===== src/rtl/sc_pkg.sv =====
// Shared constants, op descriptor payload and helpers for the SC decoder sequencer.
package sc_pkg;

  localparam int unsigned N          = 1024;
  localparam int unsigned P          = 64;
  localparam int unsigned LOAD_BEATS = N / P;
  localparam int unsigned NV_W       = 11;
  localparam int unsigned K_W        = 10;
  localparam int unsigned CNT_W      = 4;
  localparam int unsigned OP_W       = 4;
  localparam int unsigned CC_W       = 5;
  localparam int unsigned BIT_W      = 13;
  localparam int unsigned BEAT_SHIFT = $clog2(2 * P);

  // Op types
  localparam logic [OP_W-1:0] TYPE1FUN  = 4'd0;
  localparam logic [OP_W-1:0] TYPE2FUN  = 4'd1;
  localparam logic [OP_W-1:0] BOTTOMFUN = 4'd2;
  localparam logic [OP_W-1:0] TYPE3FUN  = 4'd3;

  // FSM states
  localparam logic [1:0] ST_IDLE   = 2'd0;
  localparam logic [1:0] ST_LOAD   = 2'd1;
  localparam logic [1:0] ST_DECODE = 2'd2;

  // One op beat: type, node size, node index in its layer, beat within op
  typedef struct packed {
    logic [OP_W-1:0]  op;
    logic [NV_W-1:0]  nv;
    logic [K_W-1:0]   k;
    logic [CNT_W-1:0] cnt;
  } op_desc_t;

  // Beats an op at node size nv occupies: max(1, nv/(2P))
  function automatic logic [CNT_W-1:0] beats(input logic [NV_W-1:0] nv);
    logic [NV_W-1:0] q;
    q = nv >> BEAT_SHIFT;
    if (q == '0) begin
      return CNT_W'(1);
    end
    return CNT_W'(q);
  endfunction

endpackage


===== src/rtl/sc_sched_ctrl_if.sv =====
// Sequencer <-> datapath handshake and op-stream bundle.
interface sc_sched_ctrl_if;
  import sc_pkg::*;

  logic              start;
  logic              ch_valid;
  logic              channel;
  logic [CC_W-1:0]   channel_count;
  logic              channel_ready;
  logic [NV_W-1:0]   I_Nv;
  logic [NV_W-1:0]   I_Nv_next;
  logic [CNT_W-1:0]  counter;
  logic [CNT_W-1:0]  counter_next;
  logic [K_W-1:0]    address1;
  logic [K_W-1:0]    address1_next;
  logic [OP_W-1:0]   op_type;
  logic [OP_W-1:0]   op_type_next;
  logic [BIT_W-1:0]  O_bit_count;
  logic              busy;
  logic              done;

  // Sequencer side
  modport master (
    input  start, ch_valid,
    output channel, channel_count, channel_ready,
           I_Nv, I_Nv_next, counter, counter_next,
           address1, address1_next, op_type, op_type_next,
           O_bit_count, busy, done
  );

  // Datapath / frame source side
  modport slave (
    output start, ch_valid,
    input  channel, channel_count, channel_ready,
           I_Nv, I_Nv_next, counter, counter_next,
           address1, address1_next, op_type, op_type_next,
           O_bit_count, busy, done
  );

endinterface


===== src/rtl/sc_next_op.sv =====
// Combinational successor of an op beat in the depth-first tree walk.
module sc_next_op
  import sc_pkg::*;
(
  input  op_desc_t i_cur,
  output op_desc_t o_nxt,
  output logic     o_last
);

  logic [CNT_W-1:0] w_last_beat;
  logic [NV_W-1:0]  w_half;

  // Advance beat, or step to child (F/G) or parent (LEAF/COMB) on the last beat
  always_comb begin
    w_last_beat = beats(i_cur.nv) - CNT_W'(1);
    w_half      = i_cur.nv >> 1;
    o_nxt       = i_cur;
    o_nxt.cnt   = i_cur.cnt + CNT_W'(1);
    o_last      = 1'b0;
    if (i_cur.cnt == w_last_beat) begin
      o_nxt.cnt = '0;
      case (i_cur.op)
        TYPE1FUN, TYPE2FUN: begin
          // Left child for F, right child for G; size-2 children are leaves
          o_nxt.nv = w_half;
          o_nxt.k  = {i_cur.k[K_W-2:0], (i_cur.op == TYPE2FUN)};
          o_nxt.op = (w_half == NV_W'(2)) ? TYPE3FUN : TYPE1FUN;
        end
        default: begin
          if ((i_cur.op == BOTTOMFUN) && (i_cur.nv == NV_W'(N))) begin
            // Root combine finished: frame over
            o_nxt  = '0;
            o_last = 1'b1;
          end else begin
            // Back to parent: left child returning -> G, right child -> COMB
            o_nxt.nv = {i_cur.nv[NV_W-2:0], 1'b0};
            o_nxt.k  = {1'b0, i_cur.k[K_W-1:1]};
            o_nxt.op = i_cur.k[0] ? BOTTOMFUN : TYPE2FUN;
          end
        end
      endcase
    end
  end

endmodule


===== src/rtl/sc_sched_ctrl.sv =====
// SC decoder sequencer: channel LLR load, then depth-first op stream with lookahead.
module sc_sched_ctrl
  import sc_pkg::*;
(
  input  logic             clk,
  input  logic             rst,
  sc_sched_ctrl_if.master  bus
);

  logic [1:0]       r_state;
  logic [CC_W-1:0]  r_cc;
  op_desc_t         r_cur;
  logic [BIT_W-1:0] r_bits;
  logic             r_done;
  logic             r_busy;
  logic             r_channel;

  logic [1:0]       w_state_nx;
  logic [CC_W-1:0]  w_cc_nx;
  op_desc_t         w_cur_nx;
  logic [BIT_W-1:0] w_bits_nx;
  logic             w_done_nx;
  logic             w_busy_nx;
  logic             w_channel_nx;
  op_desc_t         w_succ;
  logic             w_succ_last;

  sc_next_op u_next_op (
    .i_cur  (r_cur),
    .o_nxt  (w_succ),
    .o_last (w_succ_last)
  );

  // State and output registers; reset aborts any frame in flight
  always_ff @(posedge clk or negedge rst) begin
    if (!rst) begin
      r_state   <= ST_IDLE;
      r_cc      <= '0;
      r_cur     <= '0;
      r_bits    <= '0;
      r_done    <= 1'b0;
      r_busy    <= 1'b0;
      r_channel <= 1'b0;
    end else begin
      r_state   <= w_state_nx;
      r_cc      <= w_cc_nx;
      r_cur     <= w_cur_nx;
      r_bits    <= w_bits_nx;
      r_done    <= w_done_nx;
      r_busy    <= w_busy_nx;
      r_channel <= w_channel_nx;
    end
  end

  // Next-state and next-output logic; op fields are zero outside DECODE
  always_comb begin
    w_state_nx = r_state;
    w_cc_nx    = r_cc;
    w_cur_nx   = '0;
    w_bits_nx  = r_bits;
    case (r_state)
      ST_IDLE: begin
        if (bus.start) begin
          w_state_nx = ST_LOAD;
          w_cc_nx    = '0;
          w_bits_nx  = '0;
        end
      end
      ST_LOAD: begin
        if (bus.ch_valid) begin
          if (r_cc == CC_W'(LOAD_BEATS - 1)) begin
            w_state_nx   = ST_DECODE;
            w_cc_nx      = '0;
            w_cur_nx.op  = TYPE1FUN;
            w_cur_nx.nv  = NV_W'(N);
          end else begin
            w_cc_nx = r_cc + CC_W'(1);
          end
        end
      end
      ST_DECODE: begin
        if (w_succ_last) begin
          w_state_nx = ST_IDLE;
        end else begin
          w_cur_nx = w_succ;
        end
      end
      default: begin
        w_state_nx = ST_IDLE;
      end
    endcase

    // Leaf results are counted as the leaf's last beat is presented
    if ((w_state_nx == ST_DECODE) && (w_cur_nx.op == TYPE3FUN) &&
        (w_cur_nx.cnt == beats(w_cur_nx.nv) - CNT_W'(1))) begin
      w_bits_nx = r_bits + BIT_W'(2);
    end

    w_done_nx    = (w_state_nx == ST_DECODE) && (w_cur_nx.op == BOTTOMFUN) &&
                   (w_cur_nx.nv == NV_W'(N)) &&
                   (w_cur_nx.cnt == beats(NV_W'(N)) - CNT_W'(1));
    w_busy_nx    = (w_state_nx != ST_IDLE);
    w_channel_nx = (w_state_nx == ST_DECODE);
  end

  // Registered op stream
  assign bus.channel       = r_channel;
  assign bus.channel_count = r_cc;
  assign bus.I_Nv          = r_cur.nv;
  assign bus.counter       = r_cur.cnt;
  assign bus.address1      = r_cur.k;
  assign bus.op_type       = r_cur.op;
  assign bus.O_bit_count   = r_bits;
  assign bus.busy          = r_busy;
  assign bus.done          = r_done;

  // Lookahead for storage read-ahead and same-cycle channel write strobe
  assign bus.I_Nv_next     = w_cur_nx.nv;
  assign bus.counter_next  = w_cur_nx.cnt;
  assign bus.address1_next = w_cur_nx.k;
  assign bus.op_type_next  = w_cur_nx.op;
  assign bus.channel_ready = bus.ch_valid & (r_state == ST_LOAD);

endmodule


===== src/flat_wrapper.sv =====
// flat-port wrapper written by rule: the top's interface ports become plain ports
module sc_sched_ctrl_flat import sc_pkg::*;
  (clk, rst, bus_start, bus_ch_valid, bus_channel, bus_channel_count, bus_channel_ready, bus_I_Nv, bus_I_Nv_next, bus_counter, bus_counter_next, bus_address1, bus_address1_next, bus_op_type, bus_op_type_next, bus_O_bit_count, bus_busy, bus_done);
  sc_sched_ctrl_if bus_i ();
  input  logic clk;
  input  logic rst;
  input wire logic [$bits(bus_i.start)-1:0] bus_start;
  input wire logic [$bits(bus_i.ch_valid)-1:0] bus_ch_valid;
  output wire logic [$bits(bus_i.channel)-1:0] bus_channel;
  output wire logic [$bits(bus_i.channel_count)-1:0] bus_channel_count;
  output wire logic [$bits(bus_i.channel_ready)-1:0] bus_channel_ready;
  output wire logic [$bits(bus_i.I_Nv)-1:0] bus_I_Nv;
  output wire logic [$bits(bus_i.I_Nv_next)-1:0] bus_I_Nv_next;
  output wire logic [$bits(bus_i.counter)-1:0] bus_counter;
  output wire logic [$bits(bus_i.counter_next)-1:0] bus_counter_next;
  output wire logic [$bits(bus_i.address1)-1:0] bus_address1;
  output wire logic [$bits(bus_i.address1_next)-1:0] bus_address1_next;
  output wire logic [$bits(bus_i.op_type)-1:0] bus_op_type;
  output wire logic [$bits(bus_i.op_type_next)-1:0] bus_op_type_next;
  output wire logic [$bits(bus_i.O_bit_count)-1:0] bus_O_bit_count;
  output wire logic [$bits(bus_i.busy)-1:0] bus_busy;
  output wire logic [$bits(bus_i.done)-1:0] bus_done;
  assign bus_i.start = bus_start;
  assign bus_i.ch_valid = bus_ch_valid;
  assign bus_channel = bus_i.channel;
  assign bus_channel_count = bus_i.channel_count;
  assign bus_channel_ready = bus_i.channel_ready;
  assign bus_I_Nv = bus_i.I_Nv;
  assign bus_I_Nv_next = bus_i.I_Nv_next;
  assign bus_counter = bus_i.counter;
  assign bus_counter_next = bus_i.counter_next;
  assign bus_address1 = bus_i.address1;
  assign bus_address1_next = bus_i.address1_next;
  assign bus_op_type = bus_i.op_type;
  assign bus_op_type_next = bus_i.op_type_next;
  assign bus_O_bit_count = bus_i.O_bit_count;
  assign bus_busy = bus_i.busy;
  assign bus_done = bus_i.done;
  sc_sched_ctrl u_core (.clk(clk), .rst(rst), .bus(bus_i));
endmodule

===== config.mk =====
export PLATFORM = sky130hd
export DESIGN_NAME = sc_sched_ctrl_flat
export DESIGN_NICKNAME = d
export VERILOG_FILES = /design/src/rtl/sc_pkg.sv /design/src/rtl/sc_sched_ctrl_if.sv /design/src/rtl/sc_next_op.sv /design/src/rtl/sc_sched_ctrl.sv /design/src/flat_wrapper.sv
export SDC_FILE = /design/constraint.sdc
export NUM_CORES = 1
export LEC_CHECK = 0
export BUFFER_PORTS_ARGS = -buffer_cell sky130_fd_sc_hd__buf_2
export CORE_MARGIN = 5
export CORE_UTILIZATION = 53
export DETAILED_ROUTE_END_ITERATION = 7
export GPL_TIMING_DRIVEN = 0
export HOLD_SLACK_MARGIN = 0.1
export PLACE_DENSITY = 0.78
export SYNTH_ARGS = -nofsm -noshare
export SYNTH_HDL_FRONTEND = slang
export SYNTH_HIERARCHICAL = 1
export SYNTH_SLANG_ARGS = --single-unit

===== constraint.sdc =====
create_clock -name clk -period 5.8 [get_ports clk]
set_input_delay 0.29 -clock clk [delete_from_list [all_inputs] [get_ports clk]]
set_output_delay 0.29 -clock clk [all_outputs]
set_load 0.1 [all_outputs]

* Word-level counts from Yosys, hierarchy flattened
Cells that the tools add are included.
** Cells by class
- Add/subtract/negate cells :: 5
- Multiply operators :: 0
- Div/mod/pow operators :: 0
- Magnitude comparators :: 0
- Equal/unequal tests :: 16
- Shift operators :: 0
- Multiplexer cells :: 31
- Bitwise logic cells :: 1
- Reduce and logical (&&, ||, !) cells :: 17
** Operator list (number)
- 29-bit 2-to-1 mux :: 2
- 13-bit 2-to-1 mux :: 3
- 15-bit one-hot mux with 2 select lines :: 1
- 25-bit 2-to-1 mux :: 1
- 23-bit 2-to-1 mux :: 1
- 11-bit == test (second input constant) :: 2
- 11-bit logical NOT :: 2
- 4-bit 2-to-1 mux :: 4
- 15-bit 2-to-1 mux :: 1
- 5-bit 2-to-1 mux :: 3
- 14-bit 2-to-1 mux :: 1
- 13-bit by 2-bit adder with 13-bit output (second input constant) :: 1
- 4-bit by 2-bit == test with 1-bit output (second input constant) :: 3
- 2-bit 2-to-1 mux :: 6
- 11-bit 2-to-1 mux :: 1
- 10-bit by 2-bit == test with 1-bit output (second input constant) :: 1
- 5-bit one-hot mux with 2 select lines :: 1
- 4-bit == test :: 2
- 2-bit nonzero test :: 4
- 4-bit by 1-bit subtractor with 4-bit output (second input constant) :: 2
- 1-bit logical AND :: 6
- 2-bit one-hot mux with 3 select lines :: 1
- 5-bit by 1-bit adder with 5-bit output (second input constant) :: 1
- 5-bit by 4-bit == test with 1-bit output (second input constant) :: 1
- other kinds (13) :: 19
** Word-level totals
- Register bits :: 52
- Bits in latches :: 0
- Memory bits (writable) :: 0
- Memory bits (read-only) :: 0
- Bits of input ports :: 4
- Output and inout bits :: 80
- Word-level logic and storage cells :: 80
- Memories :: 0

* Logic depth before layout (Yosys ltp)
- Depth after elaboration :: 16
- Gate-level depth with buffers :: 21
- Mapped depth without buffers :: 18

* Cells and area by module
Netlist, hierarchy kept.
** Modules (own cells, without submodules)
- sc_sched_ctrl :: instances 1, cells each 223, area each 2426.1 um2, seq. area each 1276.2 um2
- sc_next_op :: instances 1, cells each 136, area each 804.5 um2, seq. area each 0.0 um2

* Worst setup path before layout
Ideal clock, no wire load.
- Kind :: flip-flop to flip-flop
- Start :: reg u_core.r_cur, in the netlist u_core/bus.I_Nv[7]
- End :: reg u_core.r_bits[5], in the netlist u_core/bus.O_bit_count[5]
- Setup time :: 0.121 ns
- Arrival time :: 5.231 ns
- Data required time :: 5.679 ns
- Slack :: 0.449 ns
- Cell stages (with the launch flop) :: 21
- Path buffers :: 4
- Period minus slack after synthesis :: 5.351 ns
- Cells stage by stage :: dfrtp_1 -> buf_2 -> nor2_1 -> ha_1 -> xnor2_1 -> a211oi_2 -> buf_2 -> nand3_1 -> nor3_1 -> nor2b_1 -> clkbuf_1 -> and3_1 -> nor2_1 -> ha_1 -> xor2_1 -> nand4_1 -> a31oi_1 -> o211ai_1 -> or3_1 -> buf_6 -> a31o_1
** On the way
- Cells in the longest elaborated chain, start to end :: 16
- Elaborated cells on any way between the ends :: 33
- Those cells by class :: add/sub: 2; eq/ne: 6; mux: 17; reduce/logical: 8
** RTL lines
- start: declaration :: line sc_sched_ctrl.sv:12 : op_desc_t r_cur;
- start signal: assignment :: line sc_sched_ctrl.sv:47 : r_cur <= w_cur_nx;
- 11-bit logical NOT :: line sc_pkg.sv:38 : if (q == '0) begin
- 1-bit 2-to-1 mux :: line sc_pkg.sv:38
- 4-bit 2-to-1 mux :: line sc_pkg.sv:41 : return CNT_W'(q);
- 4-bit by 1-bit subtractor with 4-bit output :: line sc_next_op.sv:15 : w_last_beat = beats(i_cur.nv) - CNT_W'(1);
- 4-bit == test :: line sc_next_op.sv:20 : if (i_cur.cnt == w_last_beat) begin
- 1-bit 2-to-1 mux (*) :: line sc_next_op.sv:20
- via u_core.w_succ_last :: line sc_sched_ctrl.sv:26 : logic w_succ_last;
- 29-bit 2-to-1 mux (*) :: line sc_sched_ctrl.sv:82 : if (w_succ_last) begin
- [1 not listed]
- via bus_I_Nv_next[7] :: line flat_wrapper.sv:13 : output wire logic [$bits(bus_i.I_Nv_next)-1:0] bus_I_Nv_next;
- 11-bit logical NOT :: line sc_pkg.sv:38
- 1-bit 2-to-1 mux :: line sc_pkg.sv:38
- 4-bit 2-to-1 mux (*) :: line sc_pkg.sv:41
- 4-bit by 1-bit subtractor with 4-bit output (*) :: line sc_sched_ctrl.sv:95 : (w_cur_nx.cnt == beats(w_cur_nx.nv) - CNT_W'(1))) begin
- 4-bit == test (*) :: line sc_sched_ctrl.sv:95
- 1-bit logical AND (*) :: line sc_sched_ctrl.sv:94 : if ((w_state_nx == ST_DECODE) && (w_cur_nx.op == TYPE3FUN) &&
- 2-bit nonzero test (no line)
- 2-bit AND reduction (no line)
- end signal: assignment :: line sc_sched_ctrl.sv:48 : r_bits <= w_bits_nx;
- end: declaration :: line sc_sched_ctrl.sv:13 : logic [BIT_W-1:0] r_bits;
The timed path passes the listed nets; every way through them passes the cells marked *.
A chain may end at the register's enable or synchronous reset.

* Worst setup path in the final report
- Start :: reg u_core.r_cur, in the netlist u_core/bus.I_Nv[10]
- End :: reg u_core.r_bits[11], in the netlist u_core/bus.O_bit_count[11]
** On the way
- Cells in the longest elaborated chain, start to end :: 16
- Elaborated cells on any way between the ends :: 33
- Those cells by class :: add/sub: 2; eq/ne: 6; mux: 17; reduce/logical: 8
** RTL lines
- 11-bit logical NOT :: line sc_pkg.sv:38
- 1-bit 2-to-1 mux :: line sc_pkg.sv:38
- 4-bit 2-to-1 mux :: line sc_pkg.sv:41
- 4-bit by 1-bit subtractor with 4-bit output :: line sc_next_op.sv:15
- 4-bit == test :: line sc_next_op.sv:20
- 1-bit 2-to-1 mux (*) :: line sc_next_op.sv:20
- via u_core.w_succ_last :: line sc_sched_ctrl.sv:26
- 29-bit 2-to-1 mux :: line sc_sched_ctrl.sv:82
- 15-bit one-hot mux with 2 select lines :: line sc_sched_ctrl.sv:61 : case (r_state)
- 11-bit logical NOT :: line sc_pkg.sv:38
- 1-bit 2-to-1 mux :: line sc_pkg.sv:38
- 4-bit 2-to-1 mux :: line sc_pkg.sv:41
- 4-bit by 1-bit subtractor with 4-bit output :: line sc_sched_ctrl.sv:95
- 4-bit == test :: line sc_sched_ctrl.sv:95
- 1-bit logical AND (*) :: line sc_sched_ctrl.sv:94
- 2-bit nonzero test (no line)
- 2-bit AND reduction (no line)
Marks and branches as above.

==> results by group <==
Logic synthesis
  – Synth Flop Type: dfrtp_1
  – Post-synth top area cell: dfrtp_1
  – Synth warn: 6
  – Main combinational cell family by area after synthesis: simple AND/OR/NAND/NOR gates
  – Sequential share of the synthesized area: 0.395
  – Post-synthesis mux area share: 0.0310
  – Synth Area in Compound Gates: 0.204
  – Mapped Nets: 372
  – Distinct cells, synth: 48
  – Post-Syn Area per Cell: 9.00 sq um
  – Post-synth design cell area: 3230 sq um
  – #FFs+latches synth: 51
  – Simple-gate area share of the yosys netlist: 0.244
  – Cells after synthesis: 359
  – Largest cells by area after synthesis: dfrtp_1 40%, a31oi_1 8.3%, nand2_1 5.1%
  – Post-synthesis adder-cell area fraction: 0.0349
  – Post-synth EDFFs: 0
  – Async SR Flop Fraction: 1.00
  – Share of the synthesized area in the top cell type: 0.395
  – Post-synthesis xor/xnor area fraction: 0.0360

Timing
  – Endpoints failing hold: 0
  – RSZ-0062 raised after global routing: false
  – Pins Over Slew Limit: 0
  – Peak Freq: 194 MHz
  – Final worst-path cycle share: 0.889
  – Max_slew headroom: 0.233
  – Total Neg Setup Slack: 0 ps
  – Worst Tran Pin Value: 1150 ps
  – Period minus WS final: 5160 ps
  – Clock Skew: 5.97 ps
  – Final Setup Violations: 0

Clock tree
  – Clock slew at reported path FFs: 100 ps
  – CTS tree: yes
  – Clock Sinks: 51
  – Clock latency on the worst-skew pair: 310 ps
  – CTS resizes: 0
  – TritonCTS Buffers: 5
  – Longest Clk Path Bufs: 2
  – Clock H-tree levels: 2
  – Setup bufs post-CTS: 0
  – Root buffer cell: clkbuf_8
  – Post-cts hold buffer count: 0

Finish
  – ANT cells: 0
  – Commonest non-fill, non-tap cells in the layout: 87 x buf_2, 51 x dfrtp_1, 44 x nand2_1, 43 x a31oi_1, 17 x and3_1
  – Final core occ: 0.646
  – Most common cell after layout, fill and taps aside: buf_2
  – Nets: 461
  – Share of layout cells above drive strength 1: 0.243
  – Area Growth Syn to Fin: 18.5%

Critical path
  – R2R cell count: 20
  – Critical path destination: u_core/bus.O_bit_count[11]$_DFFE_PN0P_
  – FF-to-FF End: u_core/bus.O_bit_count[11]$_DFFE_PN0P_
  – R2R setup slack: 640 ps
  – Crit Path Max Fanout: 10
  – Setup crit start kind: flip-flop
  – CP endpoint kind: flip-flop
  – R2R Path Start: u_core/bus.I_Nv[10]$_DFF_PN0_
  – CP arrival: 5390 ps
  – Crit Path Class: reg -> reg
  – CP required: 6030 ps
  – Setup crit start: u_core/bus.I_Nv[10]$_DFF_PN0_

Global route
  – GR Overflow Total: 0
  – Vias in the first global route: 2978
  – Initial antenna violation count: 0
  – Largest net degree at the start of global routing: 52
  – Total GRT Usage: 0.236
  – Global-route wire length before repair: 14600 um

Routing
  – WL final: 8850 um
  – Top layer in use: met4
  – Detail Route Antenna Nets: 0
  – Vias: 3152
  – Met3 wire len: 647 um
  – Wire per inst: 16.9 um
  – Drt drc: 0
  – DR WL met2: 4390 um
  – Routed met1 length: 3670 um
  – Detailed Route Iter0 Violations: 223
  – Pre-antenna DRT Iters: 5
  – Post-DR vias/cell: 6.02

Pwr
  – Worst VDD drop: 0.106 mV
  – PwrDens: 151 nW/um^2
  – Pleak: 2.00 nW

Floorplanning
  – Die Area: 7760 sq um
  – Core area: 5920 sq um
  – Cell Rows: 28
  – I/O pin total: 84
  – Starting Density: 0.546
  – Die Ht: 88.1 um
  – Die W: 88.1 um

Placement
  – Hpwl dp: 6580 um
  – Buffers on Ports: 82
  – Final Wtd Congestion: 0.927

Flow run
  – Max_cap viols: 0

Min path
  – Min-delay worst type: in -> reg

Run status
  – Status: finished clean
cell usage after synthesis (5+ instances only):
library cell  instances
ha_1                  9
a31oi_1              43
a211oi_1              9
inv_1                13
dfrtp_1              51
nor2b_1               5
and3_1               17
nand2_1              44
nor2_1               14
and2_1               15
mux2i_1              10
nand3_1              10
nand2b_1             10
clkbuf_1             16
or3_1                 6
o21ai_0              10
buf_2                 5
o211ai_1             12
a31o_1                8
xor2_1                6
nor3_1                6
critical path, cell delays in order (launching register included):
cell      delay, ps
dfrtp_1         510
nor3_1          340
nor2_1           80
ha_1            310
xnor2_1         160
a211oi_2         70
buf_2           200
nand3_1         200
nor3_1          120
nor2b_1         460
clkbuf_1        360
clkbuf_1        370
nand3_1         170
ha_1            320
xor2_1          140
nand4_1         120
a31oi_1         170
o211ai_1        120
buf_2           200
nor3_1          430
mux2i_1         240
worst min-delay path by stage:
stage	start	end	slack, ps	cells after the start
final	bus_start	u_core/bus.channel_count[2]$_DFFE_PN0P_	190	2
after detailed placement	u_core/bus.channel_count[4]$_DFFE_PN0P_	u_core/bus.channel_count[4]$_DFFE_PN0P_	510	1
after global routing	bus_start	u_core/bus.channel_count[2]$_DFFE_PN0P_	180	2
after floorplan	rst	u_core/bus.I_Nv[0]$_DFF_PN0_	-6	0
after global placement	bus_start	u_core/bus.channel_count[2]$_DFFE_PN0P_	510	2
after CTS	bus_start	u_core/bus.channel_count[2]$_DFFE_PN0P_	180	2
where the power goes:
group	total [mW]	switching [mW]	internal (mW)	leakage, nW
clock network	0.212	0.126	0.0865	0.0408
logic	0.0117	0.0104	0.00132	1.26
registers	0.355	0	0.355	0.697
total	0.579	0.136	0.443	2.00
layer usage:
layer	GRT usage	vias to the layer above
met1	0.319	1515
met4	0.0755	0
met3	0.0320	15
met5	0	-
met2	0.392	132
li1	-	1490
logic make-up (layout without fill, tap and decap cells):
logic type      count (synthesis)  in the layout
simple gates                  144            144
other cells                     1              1
fa+ha+maj                       9              9
xor+xnor                       10             10
flops                          51             51
mux                            10             10
buf+inv                        39            129
compound gates                 95             95
area by class of cell:
cell class	count	area [sq um]
well taps	75	93.8
plain buffers	26	126
multi-input cells	269	1780
flip-flops and latches	51	1280
clock buffers	5	68.8
fillers	521	2090
clock inverters	3	23.8
repair buffers	82	410
inverters	13	48.8
metrics by stage:
step | worst slack, ps | power [mW] | hold slack (ps) | cell area (sq um) | std cells
4_1_cts | 685 | 0.588 | 180 | 3830 | 524
6_report | 645 | 0.579 | 191 | 3830 | 524
3_5_place_dp | 717 | 0.375 | 515 | 3730 | 516
5_1_grt | 226 | 0.604 | 175 | 3830 | 524
3_3_place_gp | 756 | 0.374 | 510 | 3730 | 516
2_1_floorplan | 449 | 0.366 | -5.59 | 3230 | 359
registers in the layout (all words and copies together) (netlist names), 2 cells and up:
register / cells
u_core/bus.I_Nv: 11
u_core/bus.op_type: 4
u_core/bus.O_bit_count: 12
u_core/bus.address1: 10
u_core/bus.channel_count: 5
u_core/bus.counter: 4
u_core/r_state: 2
(Power assumes the default switching activity.)
